File: config.mk
export PLATFORM = sky130hd
export DESIGN_NAME = mem_port_arbiter
export DESIGN_NICKNAME = d
export VERILOG_FILES = /design/src/rtl/mem_port_arbiter_pkg.sv /design/src/rtl/mem_port_arbiter_lat_counter.sv /design/src/rtl/mem_port_arbiter.sv
export SDC_FILE = /design/constraint.sdc
export NUM_CORES = 1
export LEC_CHECK = 0
export CAP_MARGIN = 10
export CELL_PAD_IN_SITES_DETAIL_PLACEMENT = 1
export CELL_PAD_IN_SITES_GLOBAL_PLACEMENT = 2
export CORE_ASPECT_RATIO = 0.6
export CORE_MARGIN = 2
export CORE_UTILIZATION = 24
export CTS_CLUSTER_DIAMETER = 60
export DETAILED_ROUTE_END_ITERATION = 12
export PLACE_DENSITY = 0.85
export SKIP_CTS_REPAIR_TIMING = 1
export SYNTH_ARGS = -nofsm -noshare
export SYNTH_HDL_FRONTEND = slang
export SYNTH_SLANG_ARGS = --single-unit
File: constraint.sdc
create_clock -name clk -period 2.2 [get_ports clk]
set_input_delay 0.22 -clock clk [delete_from_list [all_inputs] [get_ports clk]]
set_output_delay 0.22 -clock clk [all_outputs]
set_load 0.05 [all_outputs]
File: src/rtl/mem_port_arbiter_pkg.sv
// Shared encodings and parameter limits for the unified-memory port arbiter.
package mem_port_arbiter_pkg;

    typedef enum logic [1:0] {
        IDLE = 2'd0,
        WAIT = 2'd1,
        DONE = 2'd2
    } arb_state_t;

    typedef enum logic {
        OWN_IF = 1'b0,
        OWN_DM = 1'b1
    } owner_t;

    localparam int CNT_W   = 4;
    localparam int LAT_MIN = 1;
    localparam int LAT_MAX = 15;

    // A 4-bit counter loaded with at most 15 can never wrap.
    function automatic bit latency_ok(input int lat);
        return (lat >= LAT_MIN) && (lat <= LAT_MAX);
    endfunction

endpackage

File: src/rtl/mem_port_arbiter_lat_counter.sv
// Load/decrement latency counter; 'last' flags the final wait cycle.
module mem_lat_counter
    import mem_port_arbiter_pkg::*;
(
    input  logic             clk,
    input  logic             rst_n,
    input  logic             load,
    input  logic [CNT_W-1:0] load_val,
    input  logic             dec,
    output logic             last
);

    logic [CNT_W-1:0] count;

    always_ff @(posedge clk or negedge rst_n) begin
        if (!rst_n) begin
            count <= '0;
        end else if (load) begin
            count <= load_val;
        end else if (dec && (count != '0)) begin
            count <= count - 1'b1;
        end
    end

    assign last = (count == CNT_W'(1));

endmodule

File: src/rtl/mem_port_arbiter.sv
// Shares one fixed-latency single-ported memory between fetch (IF) and load/store (DM),
// one access at a time, DM having fixed priority over IF.
module mem_port_arbiter
    import mem_port_arbiter_pkg::*;
#(
    parameter int MEM_LATENCY = 2,
    parameter int ADDR_W      = 32,
    parameter int DATA_W      = 32
) (
    input  logic              clk,
    input  logic              rst_n,
    input  logic              if_req,
    input  logic [ADDR_W-1:0] if_addr,
    output logic [DATA_W-1:0] if_rdata,
    output logic              if_ack,
    output logic              if_stall,
    input  logic              dm_read,
    input  logic              dm_write,
    input  logic [ADDR_W-1:0] dm_addr,
    input  logic [DATA_W-1:0] dm_wdata,
    output logic [DATA_W-1:0] dm_rdata,
    output logic              dm_ack,
    output logic              dm_stall,
    output logic              mem_en,
    output logic              mem_we,
    output logic [ADDR_W-1:0] mem_addr,
    output logic [DATA_W-1:0] mem_wdata,
    input  logic [DATA_W-1:0] mem_rdata
);

    if (!latency_ok(MEM_LATENCY)) begin : g_bad_latency
        $error("mem_port_arbiter: MEM_LATENCY must be within 1..15");
    end

    arb_state_t state;
    owner_t     owner;
    logic       wr_pending;
    logic       dm_req;
    logic       cnt_load;
    logic       cnt_dec;
    logic       cnt_last;
    logic       capture;

    assign dm_req   = dm_read | dm_write;
    assign if_stall = if_req & ~if_ack;
    assign dm_stall = dm_req & ~dm_ack;

    // The issue cycle itself does not count down, so 'last' lands on cycle T+MEM_LATENCY.
    assign cnt_load = (state == IDLE) && (if_req || dm_req);
    assign cnt_dec  = (state == WAIT) && !mem_en;
    assign capture  = (state == WAIT) && !mem_en && cnt_last;

    mem_lat_counter u_lat_counter (
        .clk      (clk),
        .rst_n    (rst_n),
        .load     (cnt_load),
        .load_val (CNT_W'(MEM_LATENCY)),
        .dec      (cnt_dec),
        .last     (cnt_last)
    );

    always_ff @(posedge clk or negedge rst_n) begin
        if (!rst_n) begin
            state      <= IDLE;
            owner      <= OWN_IF;
            wr_pending <= 1'b0;
            mem_en     <= 1'b0;
            mem_we     <= 1'b0;
            mem_addr   <= '0;
            mem_wdata  <= '0;
            if_ack     <= 1'b0;
            dm_ack     <= 1'b0;
            if_rdata   <= '0;
            dm_rdata   <= '0;
        end else begin
            mem_en <= 1'b0;
            mem_we <= 1'b0;
            if_ack <= 1'b0;
            dm_ack <= 1'b0;
            case (state)
                IDLE: begin
                    if (dm_req) begin
                        owner      <= OWN_DM;
                        wr_pending <= dm_write;
                        mem_en     <= 1'b1;
                        mem_we     <= dm_write;
                        mem_addr   <= dm_addr;
                        mem_wdata  <= dm_wdata;
                        state      <= WAIT;
                    end else if (if_req) begin
                        owner      <= OWN_IF;
                        wr_pending <= 1'b0;
                        mem_en     <= 1'b1;
                        mem_addr   <= if_addr;
                        state      <= WAIT;
                    end
                end
                WAIT: begin
                    if (capture) begin
                        state <= DONE;
                        if (owner == OWN_DM) begin
                            dm_ack <= 1'b1;
                            if (!wr_pending) begin
                                dm_rdata <= mem_rdata;
                            end
                        end else begin
                            if_ack   <= 1'b1;
                            if_rdata <= mem_rdata;
                        end
                    end
                end
                DONE: begin
                    state <= IDLE;
                end
                default: begin
                    state <= IDLE;
                end
            endcase
        end
    end

endmodule

==> flow_summary.yaml <==
synthesis:
  synth.top_cell.area_share_pct: 60.1
  yosysUniqueCellTypes: 33
  synthCells: 361
  yosysSeqAreaShare_pct: 60.1
  synth_seq_cells: 140
  synth_edf_count: 0
  syn_avg_cell_area_sq_um: 16.1
  synth.area.top_cells: "dfrtp_1 (60%), mux2_2 (25%), mux2_4 (7.7%), buf_12 (1.0%), ha_1 (0.64%)"
  ys.flop_type: "dfrtp_1"
  async_reset_ff_share_pct: 100
  syn_nets: 497
  yosysWarnings: 0
  yosysTopAreaCell: "dfrtp_1"
  netlist_area_sq_um: 5830
  synthTopCellsByCount: "dfrtp_1 (140), mux2_2 (130), mux2_4 (30), o21ai_0 (7), buf_1 (6)"
  yosysMostFrequentCell: "dfrtp_1"
timing:
  setup_viol_count_final: 30
  finalHoldViolCount: 0
  layout_min_cycle_time_ns: 2.24
  period_share_pct: 102
  worst_pin_slew_ns: 0.593
  slew_violations: 0
  max_freq_mhz: 446
  timing.final.ws_setup_ns: -0.0433
  slew_headroom_pct: 60.3
  rsz0062_at_grt: "yes"
  skew_ns: 0.00929
critical_path:
  worstPathArrival_ns: 2.54
  cp-startpoint: "u_lat_counter.count[1]$_DFFE_PN0P_"
  critPathLaunchType: "flip-flop"
  r2r_cells: 6
  worstSetupEndpointType: "flip-flop"
  r2r-end: "dm_rdata[22]$_DFFE_PN0P_"
  crit_required_ns: 2.49
  r2r-start: "u_lat_counter.count[1]$_DFFE_PN0P_"
  critPathKind: "reg -> reg"
  cp_max_fo: 8
  reg2reg_slack_ns: -0.04
detailed_routing:
  drt_iter0_drc: 83
  drcViolationCount: 0
  vias: 4139
  routed_wl_mm: 18.2
  first_pass_iters: 4
  detail-route-antenna-nets: 0
  wl_per_cell_um: 18.4
  via_per_inst: 4.19
global_route:
  grt_pass1_vias: 4786
  grt_overflow: 0
  grt_antenna_before_repair: 0
  grt_usage_pct: 14.2
  grt_pass1_wl_mm: 27.8
  grt_max_degree: 52
finish:
  finish.net_count: 790
  area_delta_synth_final_pct: 66.3
  final_util_pct: 40.4
  fill_cells: 2494
  diodes: 0
  multi_input_area_sq_um: 2200
  layout-drive-gt1-share_pct: 33.7
  regArea_sq_um: 3500
floorplan:
  die-area_sq_um: 25600
  rows: 44
  ioPinCount: 267
  coreArea_sq_um: 24000
  initial_utilization_pct: 24.3
  die_y_um: 125
  die_w_um: 205
clocking:
  clockBufferDepth: 2
  cts_inserted_buffers: 17
  clock_sinks: 140
  h-tree-depth: 4
  clk_latency_ns: 0.42
  clkTransAtPathRegs_ns: 0.06
  cts_tree: "built"
  cts_root_buf: "clkbuf_16"
placement:
  port_buffers: 266
  hpwlAfterDp_mm: 13.4
  finalWeightedCongestion: 0.755
  dp_slack_ns: -0.0101
worst_hold_path:
  worstHoldPathType: "in -> async"
power_and_ir_drop:
  power_per_cell_area_nw_per_um2: 1810
  leakage_uw: 0.00407
  ir_drop_mv: 0.735
flow_run:
  max_cap_viol_count: 0
status:
  violations: "setup timing"
  status: "complete, but fails checks"
==> registers in the layout, indices dropped and copies added, names as in the netlist <==
name	cells
dm_rdata	32
if_rdata	32
mem_addr	32
mem_wdata	32
u_lat_counter.count	4
state	2
dm_ack	1
if_ack	1
mem_en	1
mem_we	1
owner	1
wr_pending	1
==> final cells by class <==
| cell class | instances | share of cell area [%] |
|---|---|---|
| Clock inverter | 10 | 1.17 |
| Timing Repair Buffer | 291 | 30.6 |
| Sequential cell | 140 | 36.2 |
| Inverter | 5 | 0.194 |
| Multi-Input combinational cell | 199 | 22.7 |
| Tap cell | 322 | 4.16 |
| Clock buffer | 22 | 5.00 |
==> logic make-up (layout without fill, tap and decap cells) <==
logic type      after synthesis  after routing  synth area share [%]
flops                       140            140                  60.1
buf+inv                      22            328                  2.47
fa+ha+maj                     3              3                 0.644
simple gates                 23             23                  2.53
compound gates               12             12                  1.24
mux                         161            161                  33.0
==> where the power goes <==
group	switching [uW]	internal (uW)
Sequential	777	3890
Combinational	6110	3920
Clock	1110	1790
==> worst max-delay path: stages (launching register included) <==
cell	delay [ns]
dfrtp_1	0.41
inv_2	0.07
ha_1	0.13
or3b_4	0.38
or4b_4	0.60
clkbuf_16	0.23
mux2_4	0.30
==> through the flow <==
step | total power, uW | cells | hold WS (ns) | TNS, ns | cell area [sq um]
6_report | 17600 | 989 | 0.319 | -0.774 | 9690
5_1_grt | 18400 | 989 | 0.356 | -2.23 | 9690
4_1_cts | 17700 | 983 | -0.252 | -0.465 | 9600
3_5_place_dp | 14700 | 951 | 0.203 | -0.0222 | 9000
3_3_place_gp | 14400 | 951 | 0.193 | 0 | 9000
2_1_floorplan | 11000 | 361 | -0.0756 | -0.733 | 5840
==> worst max path at each step <==
| stage | endpoint | slack (ns) | cells past startpoint |
|---|---|---|---|
| after CTS | dm_rdata[4]$_DFFE_PN0P_ | -0.04 | 6 |
| after global routing | dm_rdata[22]$_DFFE_PN0P_ | -0.09 | 6 |
| after floorplan | dm_rdata[0]$_DFFE_PN0P_ | -0.02 | 6 |
| final | dm_rdata[22]$_DFFE_PN0P_ | -0.04 | 6 |
| after global placement | dm_rdata[7]$_DFFE_PN0P_ | 0.05 | 6 |
| after detailed placement | dm_rdata[4]$_DFFE_PN0P_ | -0.01 | 6 |
==> routing by layer <==
metal | track usage, % | vias up | wire [um]
li1 | - | 1877 | -
met1 | 18.0 | 2120 | 8210
met3 | 4.21 | 19 | 972
met2 | 23.5 | 123 | 8720
met5 | 0 | - | 0
met4 | 4.02 | 0 | 244
==> placed cells by master, fill, tap and decap left out, drive strengths merged, types with 3 or more instances in the layout <==
cell type / n
inv: 4
nor2: 4
ha: 3
mux2: 160
o21ai: 7
clkinv: 8
dfrtp: 140
buf: 25
clkdlybuf4s50: 263
clkbuf: 24
No activity file was read; power rests on OpenSTA's default activity.
